File: src/rtl/timer_ctrl_pkg.sv
// timer_ctrl_pkg: shared state encodings and sizing helper for the
// MM:SS countdown timer control sequencer.
package timer_ctrl_pkg;

   // Sequencer states; the encoding is visible on the state output port
   typedef enum logic [1:0] {
      ST_IDLE    = 2'd0,
      ST_RUN     = 2'd1,
      ST_PAUSE   = 2'd2,
      ST_EXPIRED = 2'd3
   } timerState_t;

   // Width of a counter that must hold values 0..div-1, never narrower than 1 bit
   function automatic int counterWidth(input int div);
      return (div > 1) ? $clog2(div) : 1;
   endfunction

endpackage

File: src/rtl/timer_ctrl_rate.sv
// rate_counter: terminal-count counter running 0..DIV-1.
// i_clr has priority over i_en and forces the count back to zero.
// o_tc is a one-cycle strobe in the cycle that the counter sits on its
// last value while enabled; that same edge wraps the count to zero.
// When enable drops, the count is held, which lets the prescaler pause.
module rate_counter
   import timer_ctrl_pkg::*;
#(
   parameter int DIV = 4
) (
   input  logic clk,
   input  logic reset,
   input  logic i_clr,
   input  logic i_en,
   output logic o_tc
);

   localparam int W = counterWidth(DIV);
   localparam logic [W-1:0] LAST = W'(DIV - 1);

   logic [W-1:0] r_count;

   assign o_tc = i_en && !i_clr && (r_count == LAST);

   // Count enabled cycles, wrapping back to zero only at the terminal value
   always_ff @(posedge clk) begin
      if (reset) begin
         r_count <= '0;
      end else if (i_clr) begin
         r_count <= '0;
      end else if (i_en) begin
         if (r_count == LAST) begin
            r_count <= '0;
         end else begin
            r_count <= r_count + 1'b1;
         end
      end
   end

endmodule

File: src/rtl/timer_ctrl.sv
// timer_ctrl: control sequencer for the MM:SS BCD countdown timer.
// Turns debounced button levels and the datapath zero flag into one-cycle
// increment / decrement / clear strobes, plus display blank and alarm.
// Event priority in any cycle: clear edge, then start edge, then
// increment (edge or auto-repeat), then the countdown tick.
module timer_ctrl
   import timer_ctrl_pkg::*;
#(
   parameter int TICK_DIV   = 50_000_000,
   parameter int HOLD_DIV   = 25_000_000,
   parameter int REPEAT_DIV = 5_000_000,
   parameter int BLINK_DIV  = 12_500_000,
   parameter int ALARM_SECS = 10
) (
   input  logic       clk,
   input  logic       reset,
   input  logic       start_btn,
   input  logic       inc_btn,
   input  logic       clr_btn,
   input  logic       zero,
   output logic       inc_en,
   output logic       dec_en,
   output logic       clr,
   output logic       blank,
   output logic       alarm,
   output logic [1:0] state
);

   localparam int AW = counterWidth(ALARM_SECS);
   localparam logic [AW-1:0] ALARM_LAST = AW'(ALARM_SECS - 1);

   timerState_t r_state;
   logic        r_incEn;
   logic        r_decEn;
   logic        r_clr;
   logic        r_blank;
   logic        r_alarm;
   logic [AW-1:0] r_alarmSecs;
   logic        r_repeating;
   logic        r_startPrev;
   logic        r_incPrev;
   logic        r_clrPrev;

   logic w_startEdge;
   logic w_incEdge;
   logic w_clrEdge;
   logic w_inIncState;
   logic w_incStop;
   logic w_incEvent;
   logic w_expUserExit;
   logic w_tickClr;
   logic w_tickEn;
   logic w_tickTc;
   logic w_holdClr;
   logic w_holdEn;
   logic w_holdTc;
   logic w_repeatClr;
   logic w_repeatEn;
   logic w_repeatTc;
   logic w_blinkClr;
   logic w_blinkEn;
   logic w_blinkTc;

   assign inc_en = r_incEn;
   assign dec_en = r_decEn;
   assign clr    = r_clr;
   assign blank  = r_blank;
   assign alarm  = r_alarm;
   assign state  = r_state;

   // Rising edges: level high now, registered copy still low
   assign w_startEdge = start_btn & ~r_startPrev;
   assign w_incEdge   = inc_btn   & ~r_incPrev;
   assign w_clrEdge   = clr_btn   & ~r_clrPrev;

   // Increment handling only exists in IDLE and PAUSE; any higher-priority
   // event or a release aborts the hold/repeat sequence
   assign w_inIncState = (r_state == ST_IDLE) || (r_state == ST_PAUSE);
   assign w_incStop    = ~inc_btn | ~w_inIncState | w_clrEdge | w_startEdge;
   assign w_incEvent   = w_inIncState & ~w_clrEdge & ~w_startEdge &
                         (w_incEdge | w_holdTc | w_repeatTc);

   // Hold phase counts while the button stays high after its edge
   assign w_holdClr   = w_incStop | r_repeating;
   assign w_holdEn    = r_incPrev & ~r_repeating;

   // Repeat phase takes over once the hold period has elapsed
   assign w_repeatClr = w_incStop | ~r_repeating;
   assign w_repeatEn  = r_repeating;

   // Prescaler: zero in IDLE so RUN always starts a fresh second; it freezes
   // in PAUSE and on the pausing edge so a resume continues mid-second
   assign w_expUserExit = (r_state == ST_EXPIRED) && (w_startEdge || w_incEdge);
   assign w_tickClr     = w_clrEdge || (r_state == ST_IDLE) || w_expUserExit;
   assign w_tickEn      = ((r_state == ST_RUN) && !w_startEdge) ||
                          (r_state == ST_EXPIRED);

   // Blink divider only runs in EXPIRED so blanking always starts with a full phase
   assign w_blinkClr = (r_state != ST_EXPIRED);
   assign w_blinkEn  = (r_state == ST_EXPIRED);

   rate_counter #(.DIV(TICK_DIV)) u_prescaler (
      .clk   (clk),
      .reset (reset),
      .i_clr (w_tickClr),
      .i_en  (w_tickEn),
      .o_tc  (w_tickTc)
   );

   rate_counter #(.DIV(HOLD_DIV)) u_hold (
      .clk   (clk),
      .reset (reset),
      .i_clr (w_holdClr),
      .i_en  (w_holdEn),
      .o_tc  (w_holdTc)
   );

   rate_counter #(.DIV(REPEAT_DIV)) u_repeat (
      .clk   (clk),
      .reset (reset),
      .i_clr (w_repeatClr),
      .i_en  (w_repeatEn),
      .o_tc  (w_repeatTc)
   );

   rate_counter #(.DIV(BLINK_DIV)) u_blink (
      .clk   (clk),
      .reset (reset),
      .i_clr (w_blinkClr),
      .i_en  (w_blinkEn),
      .o_tc  (w_blinkTc)
   );

   // Button history; reset to 1 so a button held through reset gives no edge
   always_ff @(posedge clk) begin
      if (reset) begin
         r_startPrev <= 1'b1;
         r_incPrev   <= 1'b1;
         r_clrPrev   <= 1'b1;
      end else begin
         r_startPrev <= start_btn;
         r_incPrev   <= inc_btn;
         r_clrPrev   <= clr_btn;
      end
   end

   // Auto-repeat mode flag: set when the hold period completes, dropped on release or abort
   always_ff @(posedge clk) begin
      if (reset) begin
         r_repeating <= 1'b0;
      end else if (w_incStop) begin
         r_repeating <= 1'b0;
      end else if (w_holdTc) begin
         r_repeating <= 1'b1;
      end
   end

   // Main sequencer with registered strobes, blank and alarm
   always_ff @(posedge clk) begin
      if (reset) begin
         r_state     <= ST_IDLE;
         r_incEn     <= 1'b0;
         r_decEn     <= 1'b0;
         r_clr       <= 1'b0;
         r_blank     <= 1'b0;
         r_alarm     <= 1'b0;
         r_alarmSecs <= '0;
      end else begin
         r_incEn <= 1'b0;
         r_decEn <= 1'b0;
         r_clr   <= 1'b0;
         if (w_clrEdge) begin
            r_clr       <= 1'b1;
            r_state     <= ST_IDLE;
            r_blank     <= 1'b0;
            r_alarm     <= 1'b0;
            r_alarmSecs <= '0;
         end else begin
            case (r_state)
               ST_IDLE: begin
                  r_blank     <= 1'b0;
                  r_alarm     <= 1'b0;
                  r_alarmSecs <= '0;
                  if (w_startEdge) begin
                     if (!zero) begin
                        r_state <= ST_RUN;
                     end
                  end else if (w_incEvent) begin
                     r_incEn <= 1'b1;
                  end
               end
               ST_RUN: begin
                  r_blank     <= 1'b0;
                  r_alarmSecs <= '0;
                  if (w_startEdge) begin
                     r_state <= ST_PAUSE;
                  end else if (w_tickTc) begin
                     if (zero) begin
                        r_state <= ST_EXPIRED;
                        r_alarm <= 1'b1;
                     end else begin
                        r_decEn <= 1'b1;
                     end
                  end
               end
               ST_PAUSE: begin
                  r_blank     <= 1'b0;
                  r_alarmSecs <= '0;
                  if (w_startEdge) begin
                     r_state <= ST_RUN;
                  end else if (w_incEvent) begin
                     r_incEn <= 1'b1;
                  end
               end
               ST_EXPIRED: begin
                  if (w_expUserExit ||
                      (w_tickTc && (r_alarmSecs == ALARM_LAST))) begin
                     r_clr       <= 1'b1;
                     r_state     <= ST_IDLE;
                     r_blank     <= 1'b0;
                     r_alarm     <= 1'b0;
                     r_alarmSecs <= '0;
                  end else begin
                     if (w_tickTc) begin
                        r_alarmSecs <= r_alarmSecs + 1'b1;
                     end
                     if (w_blinkTc) begin
                        r_blank <= ~r_blank;
                     end
                  end
               end
               default: begin
                  r_state <= ST_IDLE;
               end
            endcase
         end
      end
   end

endmodule

File: config.mk
export PLATFORM = sky130hd
export DESIGN_NAME = timer_ctrl
export DESIGN_NICKNAME = d
export VERILOG_FILES = /design/src/rtl/timer_ctrl_pkg.sv /design/src/rtl/timer_ctrl_rate.sv /design/src/rtl/timer_ctrl.sv
export SDC_FILE = /design/constraint.sdc
export NUM_CORES = 1
export LEC_CHECK = 0
export ABC_AREA = 1
export BUFFER_PORTS_ARGS = -buffer_cell sky130_fd_sc_hd__clkbuf_2
export CAP_MARGIN = 10
export CORE_ASPECT_RATIO = 1.4
export CORE_MARGIN = 5
export CORE_UTILIZATION = 60
export CTS_CLUSTER_SIZE = 8
export DETAILED_ROUTE_END_ITERATION = 8
export PLACE_DENSITY = 0.77
export SLEW_MARGIN = 20
export SYNTH_ARGS = -nofsm -noshare
export SYNTH_HDL_FRONTEND = slang
export SYNTH_SLANG_ARGS = --single-unit
File: constraint.sdc
create_clock -name clk -period 3.6 [get_ports clk]
set_clock_uncertainty 0.1 [all_clocks]
set_input_delay 0 -clock clk [delete_from_list [all_inputs] [get_ports clk]]
set_output_delay 0 -clock clk [all_outputs]
set_load 0.02 [all_outputs]
Word level (Yosys, flattened, before mapping)
Cells that the tools add are included.
{ "totals": {"elab_cells": 130, "input_bits": 6, "out_inout_bits": 7, "register_bits": 113} }
{ "op_classes": {"n_mux": 28, "add_sub_neg": 5, "n_reduce_logical": 36, "n_bitwise": 26, "eq_ne": 20} }
{ "ops": {"columns": ["operator", "count"], "rows": [
  ["$add A26 B1 Y26 const B", 1],
  ["$eq A26 B26 Y1 const B", 1],
  ["$mux W26", 1],
  ["$add A25 B1 Y25 const B", 1],
  ["$eq A25 B25 Y1 const B", 1],
  ["$mux W25", 1],
  ["$add A24 B1 Y24 const B", 1],
  ["$eq A24 B24 Y1 const B", 1],
  ["$mux W24", 1],
  ["$add A23 B1 Y23 const B", 1],
  ["$eq A23 B23 Y1 const B", 1],
  ["$mux W23", 1],
  ["$ne A2 B2 Y1 const B", 8],
  ["$mux W2", 7],
  ["$reduce_or A2 Y1", 7],
  ["$ne A3 B3 Y1 const B", 4],
  ["$not A1 Y1", 12],
  ["$logic_and A1 B1 Y1", 11],
  ["$mux W1", 11],
  ["$mux W4", 2],
  ["$pmux W2 S4", 1],
  ["$pmux W4 S2", 1],
  ["$and A1 B1 Y1", 7],
  ["$or A1 B1 Y1", 7],
  ["15 further kinds", 25]
]} }

Longest topological paths before layout
{ "logic_depth": {"depth_word": 14, "depth_mapped": 12, "depth_no_buf": 12} }

Modules after synthesis
From an unflattened synthesis, not the netlist that was laid out.
{ "unflattened": {"cells_unflattened": 1005, "area_unflattened_um2": 6781.5} }
{ "modules_own_cells": {"columns": ["mod", "n_inst", "area_each_um2", "seq_area_each_um2", "cells_per_inst"], "rows": [
  ["rate_counter at u_hold", 1, 1577.8, 500.5, 234],
  ["rate_counter at u_blink", 1, 1517.7, 480.5, 218],
  ["rate_counter at u_prescaler", 1, 1476.4, 520.5, 222],
  ["rate_counter at u_repeat", 1, 1407.6, 460.4, 226],
  ["timer_ctrl", 1, 802.0, 300.3, 105]
]} }

Worst setup path after synthesis
OpenSTA, ideal clock, no wires.
{ "synth_path": {"kind": "register to register", "from": "register u_blink.r_count[0]", "to": "register u_blink.r_count[11]", "period_less_slack_ns": 1.730, "slack_ns": 1.870, "t_arrival_ns": 1.512, "setup_ns": 0.118, "path_buffers": 1, "path_stages_with_launch": 10, "path_cell_list": "dfxtp_1 ha_1 nand3_1 nor4_2 nand2_1 nand2_2 inv_2 buf_6 o21ai_1 nor2_1"} }
{ "synth_via": {"elab_chain_cells": 2} }
{ "synth_rtl": {"columns": ["element", "line_no", "text"], "rows": [
  ["start, declared", "timer_ctrl_rate.sv:21", "logic [W-1:0] r_count;"],
  ["start signal, assigned", "timer_ctrl_rate.sv:35", "r_count <= r_count + 1'b1;"],
  ["$add A24 B1 Y24 or $eq A24 B24 Y1 (tied branches)", "timer_ctrl_rate.sv:35, timer_ctrl_rate.sv:32", null],
  ["$mux W24 (*)", "timer_ctrl_rate.sv:32", "if (r_count == LAST) begin"]
]} }
Every way passes the cells marked *; elsewhere a longest branch is shown, timed or not.
A chain may end at the register's enable or synchronous reset.

Final worst setup path
{ "layout_path": {"from": "register u_repeat.r_count[0]", "to": "register u_repeat.r_count[7]"} }
{ "layout_via": {"elab_chain_cells": 2} }
{ "layout_rtl": {"columns": ["element", "line_no"], "rows": [
  ["start, declared", "timer_ctrl_rate.sv:21"],
  ["start signal, assigned", "timer_ctrl_rate.sv:35"],
  ["$add A23 B1 Y23 or $eq A23 B23 Y1 (tied branches)", "timer_ctrl_rate.sv:35, timer_ctrl_rate.sv:32"],
  ["$mux W23 (*)", "timer_ctrl_rate.sv:32"]
]} }
Marks and branches as above.

==> metrics.md <==
| Metric | Value |
|---|---|
| Vias post-DR | `5887` |
| #FFs+latches synth | `between 100 and 150` |
| Ratio of cells with drive above 1 in the final layout | `13.69%` |
| Asr flop ratio synth | `0%` |
| Crit path arrival time | `2.34 ns` |
| Mapped Cells | `approximately 900` |
| Hold Fails Final Rpt | `0` |
| CP peak stage delay | `0.36 ns` |
| Routability congestion estimate | `0.8893` |
| Grt met1 use | `a little over a quarter` |
| Busiest grt layer | `met2` |
| Pwr Density | `between 400 and 500 nW/um^2` |
| Share of the synthesized area in the top cell type | `between 30 and 40%` |
| Router iterations before antenna repair | `6` |
| Layout Nets | `between 900 and 1k` |
| Area grow syn2layout | `14.14%` |
| GR Util All Layers | `23.41%` |
| Crit-path cells | `ha_1, nand2_1, nor2_2, nand2_2, nor3_1, nand4_1, nand2_2, inv_2, o21ai_0, a21oi_1` |
| Routing usage on met3 | `a little over 5%` |
| Commonest cells in the synthesized netlist | `184 x nand2_1, 152 x nor2_1, 120 x inv_1` |
| CTS tree | `yes` |
| CP max-delay cell | `dfxtp_1` |
| Tightest Pin Transition | `0.5221 ns` |
| Finish-stage setup viols | `0` |
| CTS Buf Count | `17` |
| Clock latency on the worst-skew pair | `just over 0.4 ns` |
| GR Overflow Total | `0` |
| Setup crit end kind | `register` |
| Syn Nets | `924` |
| Layout Cells excl Fill | `~1.1k` |
| Top-count cell post-synth | `nand2_1` |
| Antenna Nets Post-Route | `0` |
| Syn Std Cell Area | `between 6000 and 7000 um^2` |
| Synthesized area per cell | `slightly below 7 um^2` |
| Initial antenna violation count | `0` |
| Worst Hold Class | `input pin to register` |
| Full die area | `approximately 13000 um^2` |
| Crit share post-route | `about 60%` |
| Most common cell on crit path | `nand2_2` |
| Max-cap violations | `0` |
| Initial Utilization | `~61%` |
| Core ar. | `10350 um^2` |
| DRT iter0 DRCs | `between 300 and 400` |
| Seq/Total Area, Yosys | `~36%` |
| Antenna cells | `0` |
| Synth area leaders | `dfxtp_1 36%, nand2_1 11%, nor2_1 9.0%` |
| Static Leak | `2.728 nW` |
| DR vias/cell | `about 5.4` |
| Met2 GRT Util | `approximately two fifths` |
| Synthesis Warnings | `0` |
| Ports placed on the boundary | `13` |
| Outcome | `finished clean` |
| Flop2flop setup slack | `about 1.4 ns` |
| Clock transition at the registers of the reported paths | `around 0.050 ns` |
| Fill count | `924` |
| Top delay family on crit path | `simple AND/OR/NAND/NOR gates` |
| Final WL | `14.29 mm` |
| Row count | `44` |
| Worst VDD drop | `324.6 uV` |
| Max Slew Vio Count | `0` |
| # port buffers | `12` |
| Drt drc | `0` |
| Max frequency | `about 470 MHz` |
| Vias in the first global route | `5780` |
| Worst EP required | `3.79 ns` |
| Critical path startpoint category | `register` |
| Yosys top cell by area | `dfxtp_1` |
| Crit Path Max Fanout | `13` |
| Crit path time final | `2.150 ns` |
| Placed cell count | `around 1.1k` |
| # clock sinks | `113` |
| Unrepaired setup endpoints after global routing | `no` |
| Largest net degree at the start of global routing | `17` |
| Setup Buffers After CTS | `0` |
| Max clock buf depth | `2` |
| EDFF count, synth | `0` |
| Global-route wire length before repair | `25.04 mm` |
| H-tree levels | `4` |
| Post-DP HPWL | `10.47 mm` |
| WS Path Type | `register to register` |
| Avg WL per Cell | `13.05 um` |
| WP buf/inv | `1` |
| Relative slew margins | `between 60% and 70%` |
| Root Buffer | `clkbuf_16` |
| Post-synthesis cell type count | `47` |
| Die span in x | `96.68 um` |
| Die height | `approximately 130 um` |
| Setup TNS | `0 ns` |
| Post_cts resized | `0` |
| Prevailing post-synth register cell | `dfxtp_1` |
-- final cells by class --
cell class	count	area (um^2)	share of cell area, %
multi-input cells	657	3477	48.27
flip-flops and latches	113	2262	31.41
inverters	135	511.7	7.104
clock buffers	23	488.0	6.774
well taps	138	172.7	2.397
clock inverters	9	151.4	2.102
repair buffers	20	140.1	1.945
-- routing by layer --
layer  routed length, um  part of all wire, %
met5                   0                    0
met4                 379                  2.7
met3                 559                  3.9
met2                7437                   52
met1                5910                   41
-- cell usage in the layout (no fill, tap or decap), types with 17 or more instances in the layout --
cell type	n
a21oi_1	38
clkbuf_16	17
dfxtp_1	113
inv_1	120
nand2_1	184
nand3_1	48
nand4_1	30
nor2_1	152
nor3_1	36
nor4_1	18
-- state kept, by name (all words and copies together), names as in the netlist, 2 cells and up --
name,flops
u_repeat.r_count,23
u_hold.r_count,25
u_blink.r_count,24
r_alarmSecs,4
state,2
u_prescaler.r_count,26
-- kinds of logic after synthesis --
family | Yosys count | share of synthesized area [%]
buffers and inverters | 142 | 9.060
adders and majority gates | 6 | 1.190
AOI/OAI and AO/OA | 88 | 8.208
xor gates and xnor gates | 16 | 2.221
and+or+nand+nor | 547 | 43.48
DFF | 113 | 35.84
-- power by group --
group / total (mW) / leakage, nW / switching (mW) / internal, mW
clock: 1.81 / 0.314 / 0.578 / 1.23
sequential: 1.26 / 0.911 / 0.00460 / 1.26
combinational: 0.0695 / 1.50 / 0.0461 / 0.0233
-- metrics by stage --
| step | total power [mW] | area (um^2) | worst slack [ns] | hold WS (ns) | utilization, % |
|---|---|---|---|---|---|
| 6_report | 3.139 | 7203 | 1.450 | 0.3564 | 69.60 |
| 5_1_grt | 3.234 | 7203 | 1.203 | 0.3794 | 69.60 |
| 3_3_place_gp | 1.349 | 6484 | 1.558 | 0.1269 | 62.65 |
| 3_5_place_dp | 1.350 | 6484 | 1.513 | 0.1312 | 62.65 |
| 4_1_cts | 3.160 | 7203 | 1.461 | 0.3444 | 69.60 |
| 2_1_floorplan | 1.333 | 6311 | 1.870 | -0.003633 | - |
-- final timing paths --
| kind | startpoint | end | cells past startpoint |
|---|---|---|---|
| setup / recovery | u_repeat.r_count[0]$_SDFFE_PP0P_ | u_repeat.r_count[7]$_SDFFE_PP0P_ | 10 |
| hold / removal | zero | dec_en$_SDFF_PP0_ | 5 |
| hold reg to reg | u_repeat.r_count[0]$_SDFFE_PP0P_ | u_repeat.r_count[0]$_SDFFE_PP0P_ | 1 |
| setup reg to reg | u_repeat.r_count[0]$_SDFFE_PP0P_ | u_repeat.r_count[7]$_SDFFE_PP0P_ | 10 |
-- worst min-delay path, cell delays in order --
cell,delay [ns]
dlygate4sd3_1,0.52
clkbuf_2,0.12
inv_1,0.05
nand2_1,0.08
nor3_1,0.05
-- repair_timing --
item / 4_1_cts / 5_1_grt
hold endpoints to repair: 12 / 0
setup endpoints to repair: 0 / 0
hold buffers: 8 / 0
(Power assumes the default switching activity.)
